===== config.mk =====
export PLATFORM = sky130hd
export DESIGN_NAME = led_pattern_sequencer
export DESIGN_NICKNAME = d
export VERILOG_FILES = /design/src/rtl/led_seq_pkg.sv /design/src/rtl/led_pattern_sequencer_tick.sv /design/src/rtl/led_pattern_sequencer.sv
export SDC_FILE = /design/constraint.sdc
export NUM_CORES = 1
export LEC_CHECK = 0
export ABC_AREA = 1
export CORE_ASPECT_RATIO = 1.4
export CORE_MARGIN = 2
export CORE_UTILIZATION = 55
export CTS_CLUSTER_DIAMETER = 50
export DETAILED_ROUTE_END_ITERATION = 8
export PLACE_DENSITY_LB_ADDON = 0.08
export SYNTH_ARGS = -nofsm -noshare
export SYNTH_HDL_FRONTEND = slang
export SYNTH_SLANG_ARGS = --single-unit

===== constraint.sdc =====
create_clock -name clk -period 5.63 [get_ports clk]
set_input_delay 0.563 -clock clk [delete_from_list [all_inputs] [get_ports clk]]
set_output_delay 0.563 -clock clk [all_outputs]
set_load 0.02 [all_outputs]

===== src/rtl/led_seq_pkg.sv =====
// Shared types and constants for the LED pattern sequencer.
// Also holds the combinational frame decode used by the top level.
package led_seq_pkg;

  typedef enum logic [1:0] {
    IDLE = 2'd0,
    RUN  = 2'd1,
    HOLD = 2'd2,
    DONE = 2'd3
  } state_e;

  localparam int          LED_W     = 16;
  localparam int          PAT_W     = 2;
  localparam logic [3:0]  LAST_STEP = 4'd8;

  localparam logic [PAT_W-1:0] PAT_BAR   = 2'd0;
  localparam logic [PAT_W-1:0] PAT_FILL  = 2'd1;
  localparam logic [PAT_W-1:0] PAT_BLINK = 2'd2;
  localparam logic [PAT_W-1:0] PAT_CHASE = 2'd3;

  // Frame for pattern pat at step 0..8. Done in 32 bits so the 2k-wide
  // run of ones at k=8 (and shifts of 16) never overflow before truncation.
  function automatic logic [LED_W-1:0] led_frame(input logic [PAT_W-1:0] pat,
                                                 input logic [3:0]       step);
    logic [31:0] ones;
    logic [31:0] f;
    logic [4:0]  sh2;
    sh2  = {step, 1'b0};
    ones = (32'd1 << sh2) - 32'd1;
    f    = 32'd0;
    case (pat)
      PAT_BAR:   f = ones << (32'd8 - 32'(step));
      PAT_FILL:  f = ones << (32'd16 - 32'(sh2));
      PAT_BLINK: f = step[0] ? 32'd0 : 32'h0000_FFFF;
      PAT_CHASE: f = (step < LAST_STEP) ? (32'd3 << sh2) : 32'd0;
      default:   f = 32'd0;
    endcase
    return f[LED_W-1:0];
  endfunction

endpackage


===== src/rtl/led_pattern_sequencer_tick.sv =====
// Step-rate prescaler: counts 0..TICK_DIV-1 while enabled, one-cycle tick
// on the terminal count. Sync clear restarts the step period.
module led_tick_gen #(
  parameter int TICK_DIV = 25_000_000
) (
  input  logic clk,
  input  logic rst_n,
  input  logic en_i,
  input  logic clr_i,
  output logic tick_o
);

  localparam int CW = (TICK_DIV > 1) ? $clog2(TICK_DIV) : 1;
  localparam logic [CW-1:0] CNT_LAST = CW'(TICK_DIV - 1);

  logic [CW-1:0] cnt_q, cnt_d;

  assign tick_o = en_i && (cnt_q == CNT_LAST);

  // Next count: clear wins, otherwise wrap on tick
  always_comb begin
    cnt_d = cnt_q;
    if (clr_i)       cnt_d = '0;
    else if (tick_o) cnt_d = '0;
    else if (en_i)   cnt_d = cnt_q + 1'b1;
  end

  // Counter register
  always_ff @(posedge clk or negedge rst_n) begin
    if (!rst_n) cnt_q <= '0;
    else        cnt_q <= cnt_d;
  end

endmodule


===== src/rtl/led_pattern_sequencer.sv =====
// Arbitrates NUM_REQ requesters onto one 16-LED bar and plays the granted
// requester's 9-step pattern, holds the last frame, pulses done.
// Optional macro LED_SEQ_ROUND_ROBIN_EN: round-robin arbitration instead of
// fixed priority (req[0] highest).
module led_pattern_sequencer
  import led_seq_pkg::*;
#(
  parameter int TICK_DIV   = 25_000_000,
  parameter int NUM_REQ    = 4,
  parameter int HOLD_STEPS = 4
) (
  input  logic               clk,
  input  logic               rst_n,
  input  logic [NUM_REQ-1:0] req,
  output logic [NUM_REQ-1:0] grant,
  output logic               busy,
  output logic               done,
  output logic [LED_W-1:0]   led
);

  localparam int HW = (HOLD_STEPS > 1) ? $clog2(HOLD_STEPS) : 1;
  localparam logic [HW-1:0] HOLD_LAST = HW'(HOLD_STEPS - 1);
  localparam logic [NUM_REQ-1:0] ONE_HOT0 = {{(NUM_REQ-1){1'b0}}, 1'b1};

  state_e             state_q, state_d;
  logic [3:0]         step_q, step_d;
  logic [HW-1:0]      hold_q, hold_d;
  logic [NUM_REQ-1:0] grant_q, grant_d;
  logic [PAT_W-1:0]   pat_q, pat_d;

  logic             tick;
  logic             req_any;
  logic [PAT_W-1:0] sel;

  led_tick_gen #(.TICK_DIV(TICK_DIV)) u_tick (
    .clk    (clk),
    .rst_n  (rst_n),
    .en_i   ((state_q == RUN) || (state_q == HOLD)),
    .clr_i  (state_q == IDLE),
    .tick_o (tick)
  );

`ifdef LED_SEQ_ROUND_ROBIN_EN
  logic [PAT_W-1:0] last_q, last_d;

  // Round-robin pick: first set request after the last granted index
  always_comb begin
    int idx;
    req_any = 1'b0;
    sel     = '0;
    idx     = 0;
    for (int off = 1; off <= NUM_REQ; off++) begin
      idx = (int'(last_q) + off) % NUM_REQ;
      if (!req_any && req[idx]) begin
        req_any = 1'b1;
        sel     = PAT_W'(idx);
      end
    end
  end

  // Remember the owner so the next search starts just past it
  always_comb begin
    last_d = last_q;
    if (state_q == IDLE && req_any) last_d = sel;
  end

  // Last-granted register; reset so the first search starts at index 0
  always_ff @(posedge clk or negedge rst_n) begin
    if (!rst_n) last_q <= PAT_W'(NUM_REQ - 1);
    else        last_q <= last_d;
  end
`else
  // Fixed priority pick: lowest set index wins
  always_comb begin
    req_any = 1'b0;
    sel     = '0;
    for (int i = 0; i < NUM_REQ; i++) begin
      if (!req_any && req[i]) begin
        req_any = 1'b1;
        sel     = PAT_W'(i);
      end
    end
  end
`endif

  // Sequencer next-state: grant in IDLE, step on ticks, hold, one-cycle DONE
  always_comb begin
    state_d = state_q;
    step_d  = step_q;
    hold_d  = hold_q;
    grant_d = grant_q;
    pat_d   = pat_q;
    case (state_q)
      IDLE: begin
        if (req_any) begin
          grant_d = ONE_HOT0 << sel;
          pat_d   = sel;
          step_d  = '0;
          hold_d  = '0;
          state_d = RUN;
        end
      end
      RUN: begin
        if (tick) begin
          if (step_q == LAST_STEP) begin
            hold_d  = '0;
            state_d = HOLD;
          end else begin
            step_d = step_q + 4'd1;
          end
        end
      end
      HOLD: begin
        if (tick) begin
          if (hold_q == HOLD_LAST) state_d = DONE;
          else                     hold_d  = hold_q + 1'b1;
        end
      end
      DONE: begin
        grant_d = '0;
        state_d = IDLE;
      end
      default: state_d = IDLE;
    endcase
  end

  // Sequencer state registers
  always_ff @(posedge clk or negedge rst_n) begin
    if (!rst_n) begin
      state_q <= IDLE;
      step_q  <= '0;
      hold_q  <= '0;
      grant_q <= '0;
      pat_q   <= '0;
    end else begin
      state_q <= state_d;
      step_q  <= step_d;
      hold_q  <= hold_d;
      grant_q <= grant_d;
      pat_q   <= pat_d;
    end
  end

  // Outputs decode straight from registered state; LEDs dark outside RUN/HOLD
  always_comb begin
    grant = grant_q;
    busy  = (state_q != IDLE);
    done  = (state_q == DONE);
    led   = '0;
    if (state_q == RUN || state_q == HOLD) led = led_frame(pat_q, step_q);
  end

endmodule


==> results.json <==
{
  "hp-class": "in2async",
  "synth_area_um2": 3690,
  "chipWidth_um": 73.2,
  "gp_congestion": 0.926,
  "fin_skew_ns": 0.0106,
  "htree_levels": 2,
  "initial_core_util_pct": 56.5,
  "finalNetCount": 608,
  "port_buffers": 27,
  "cts_tree": "yes",
  "reg2reg_to": "u_tick.cnt_q[20]",
  "rsz0062_at_grt": "no",
  "power.switching_mw": 1.51,
  "power_mw": 2.67,
  "maxCapViolations": 0,
  "clkTransAtPathRegs_ns": 0.08,
  "arrival_ns": 3.54,
  "ys_types": 35,
  "instances_no_fill": 660,
  "path_cells": "inv_2 > ha_1 > ha_1 > nand2_8 > ha_1 > inv_1 > a21oi_1 > nand2_1 > nand2_1 > nand2_1 > nand2_1 > nand2_1 > nand2_1 > nand3_1 > nand2_1 > nand2_1 > nand2_1 > a21oi_1 > clkdlybuf4s50_1",
  "antenna_found_initial": 0,
  "layout_commonest_cell": "nand2_1",
  "ioPinCount": 28,
  "ant_nets": 0,
  "cts.sinks": 39,
  "fin_crit_ns": 4.11,
  "start_kind": "flip-flop",
  "slew_headroom_pct": 41.4,
  "synth_seq_area_share_pct": 26.5,
  "place_inst": 653,
  "irDropWorstVdd_mv": 0.312,
  "gr-total-overflow": 0,
  "via_per_inst": 5.85,
  "hold_buffers": 0,
  "status": "complete, no violations",
  "startpoint": "step_q[0]",
  "tightestPinTransition_ns": 0.878,
  "ys_warn_count": 0,
  "layout_common_cells": "145 x nand2_1, 85 x nand3_1, 65 x inv_1",
  "syn-num-nets": 591,
  "design_area_um2": 4050,
  "synthCells": 569,
  "area_delta_synth_final_pct": 9.84,
  "swShare_pct": 56.6,
  "dr.pass1.iters": 5,
  "die_h_um": 101,
  "pwr-share-comb_pct": 78.0,
  "sequentialPowerShare_pct": 13.8,
  "grt_max_degree": 40,
  "reg2reg_depth": 9,
  "fp.dieArea_um2": 7390,
  "root_buffer": "clkbuf_8",
  "crit_end": "led[12]",
  "powerDensity_nw_per_um2": 660,
  "grt_pass1_vias": 3700,
  "cts_resized": 0,
  "path_common_cell": "nand2_1",
  "totalWireLength_um": 9860,
  "crit_type": "reg2out",
  "pwr-share-clk_pct": 8.2,
  "cpPeakStageDelay_ns": 0.62,
  "internal-power_mw": 1.16,
  "worstPathRequired_ns": 5.07,
  "total_leakage_power_nw": 1.86,
  "fin_crit_sh_pct": 72.9,
  "layout-drive-gt1-share_pct": 7.51,
  "setup_viol": 0,
  "syn_area_per_cell_um2": 6.48,
  "hpwlAfterDp_um": 7750,
  "core_area_um2": 6530,
  "cts.path.max_buffers": 2,
  "fp-row-count": 35,
  "finish.utilization_pct": 62.1,
  "dpl_cell_area_um2": 3950,
  "hold_violations": 0,
  "drc_errors": 0,
  "regToRegSetupSlack_ns": 2.90,
  "grt_pass1_wl_um": 16700,
  "numCtsBuffers": 5,
  "timing.fmax_ghz": 0.244,
  "detail_route.iter0.violations": 170,
  "finalMaxSlewViolations": 0,
  "routedWlPerCell_um": 14.9,
  "crit_fanout": 8,
  "worst_setup_path_end_kind": "primary output",
  "ys_seq_elements": 39,
  "vias": 3860,
  "postCtsSetupBuffers": 0,
  "r2r-start": "state_q[0]",
  "antenna_cells": 0,
  "clk_latency_ns": 0.28,
  "cpMaxStageDelayCell": "clkdlybuf4s50_1",
  "setup_tns_ns": 0,
  "grt_usage_pct": 28.7
}
## worst min path at each step
stage | startpoint | end | slack (ns) | cells after the start
after floorplan | rst_n | grant[0] | 0.27 | 0
after global placement | grant[2] | grant[2] | 0.48 | 2
after detailed placement | grant[2] | grant[2] | 0.48 | 2
after CTS | rst_n | u_tick.cnt_q[16] | 0.42 | 1
after global routing | rst_n | grant[0] | 0.47 | 1
final | rst_n | grant[0] | 0.39 | 1
## cells by family after synthesis
| kind of cell | Yosys count | share of synthesized area (%) |
|---|---|---|
| adders and majority gates | 16 | 5.43 |
| AOI/OAI and AO/OA | 106 | 16.7 |
| buffers and inverters | 94 | 10.7 |
| and+or+nand+nor | 305 | 38.7 |
| xor gates and xnor gates | 9 | 2.14 |
| DFF | 39 | 26.5 |
## sequential cells by signal, summed over array words and instances, names as in the netlist
register	cells
grant	4
hold_q	2
pat_q	2
state_q	2
step_q	4
u_tick.cnt_q	25
## power groups by stage
stage / registers (mW) / logic (mW) / clock network [mW]
global placement: 0.371 / 2.05 / 0
floorplan: 0.378 / 1.47 / 0
detailed placement: 0.374 / 2.05 / 0
finish: 0.368 / 2.09 / 0.220
global route: 0.374 / 2.33 / 0.235
CTS: 0.369 / 2.06 / 0.226
## layer usage
layer  vias to the layer above  share of wire [%]  track usage [%]
met5                         -                  0                0
li1                       1941                  -                -
met4                         0                4.0             14.7
met2                       123                 54             53.7
met3                        29                4.1             3.90
met1                      1767                 38             30.4
## cell usage after synthesis
library cell,number,area share (%)
a21oi_4,1,0.44
a21oi_1,29,3.9
buf_4,2,0.41
nor2_1,27,2.7
o21ai_2,3,0.71
buf_6,3,0.92
nor3_2,2,0.54
nor2_2,7,1.2
o211ai_1,1,0.20
nand2_1,145,15
o31ai_1,2,0.41
nand2_8,1,0.54
clkbuf_1,7,0.71
xor2_1,8,1.9
clkinv_1,1,0.10
nand4_1,18,3.1
nand3_1,85,12
o22ai_1,13,2.2
nor3_1,6,0.81
nor4_1,4,0.68
ha_1,16,5.4
nand3_2,3,0.81
nand2_4,3,0.92
and3_1,1,0.17
inv_2,9,0.92
inv_4,1,0.17
o21ai_0,50,6.8
o21ai_4,3,1.3
inv_1,65,6.6
o21ai_1,3,0.41
nor2_4,3,0.92
buf_2,6,0.81
xnor2_1,1,0.24
o221ai_1,1,0.24
dfrtp_1,39,26
## worst max-delay path, delay by kind of cell (launching register included)
family,cells,cell delay [ns]
buffers and inverters,3,0.90
AND/OR/NAND/NOR,11,0.87
flip-flops,1,0.44
adder cells (fa/ha/maj),3,0.87
AO/OA/AOI/OAI,2,0.18
## area by class of cell
type / instances / area, µm²
clock buffer: 6 / 72.6
clock inverter: 1 / 30.0
fill: 634 / 2470
inverter: 76 / 288
multi-input combinational: 436 / 2320
sequential: 39 / 976
tap: 74 / 92.6
timing repair buffer: 28 / 273
## metrics by stage
stage          hold slack, ns  worst slack [ns]
2_1_floorplan           0.267              2.60
3_3_place_gp            0.479              2.01
3_5_place_dp            0.479              1.90
4_1_cts                 0.418              1.59
5_1_grt                 0.474              1.24
6_report                0.388              1.52
Note: power is estimated with default switching activity, not from simulation.
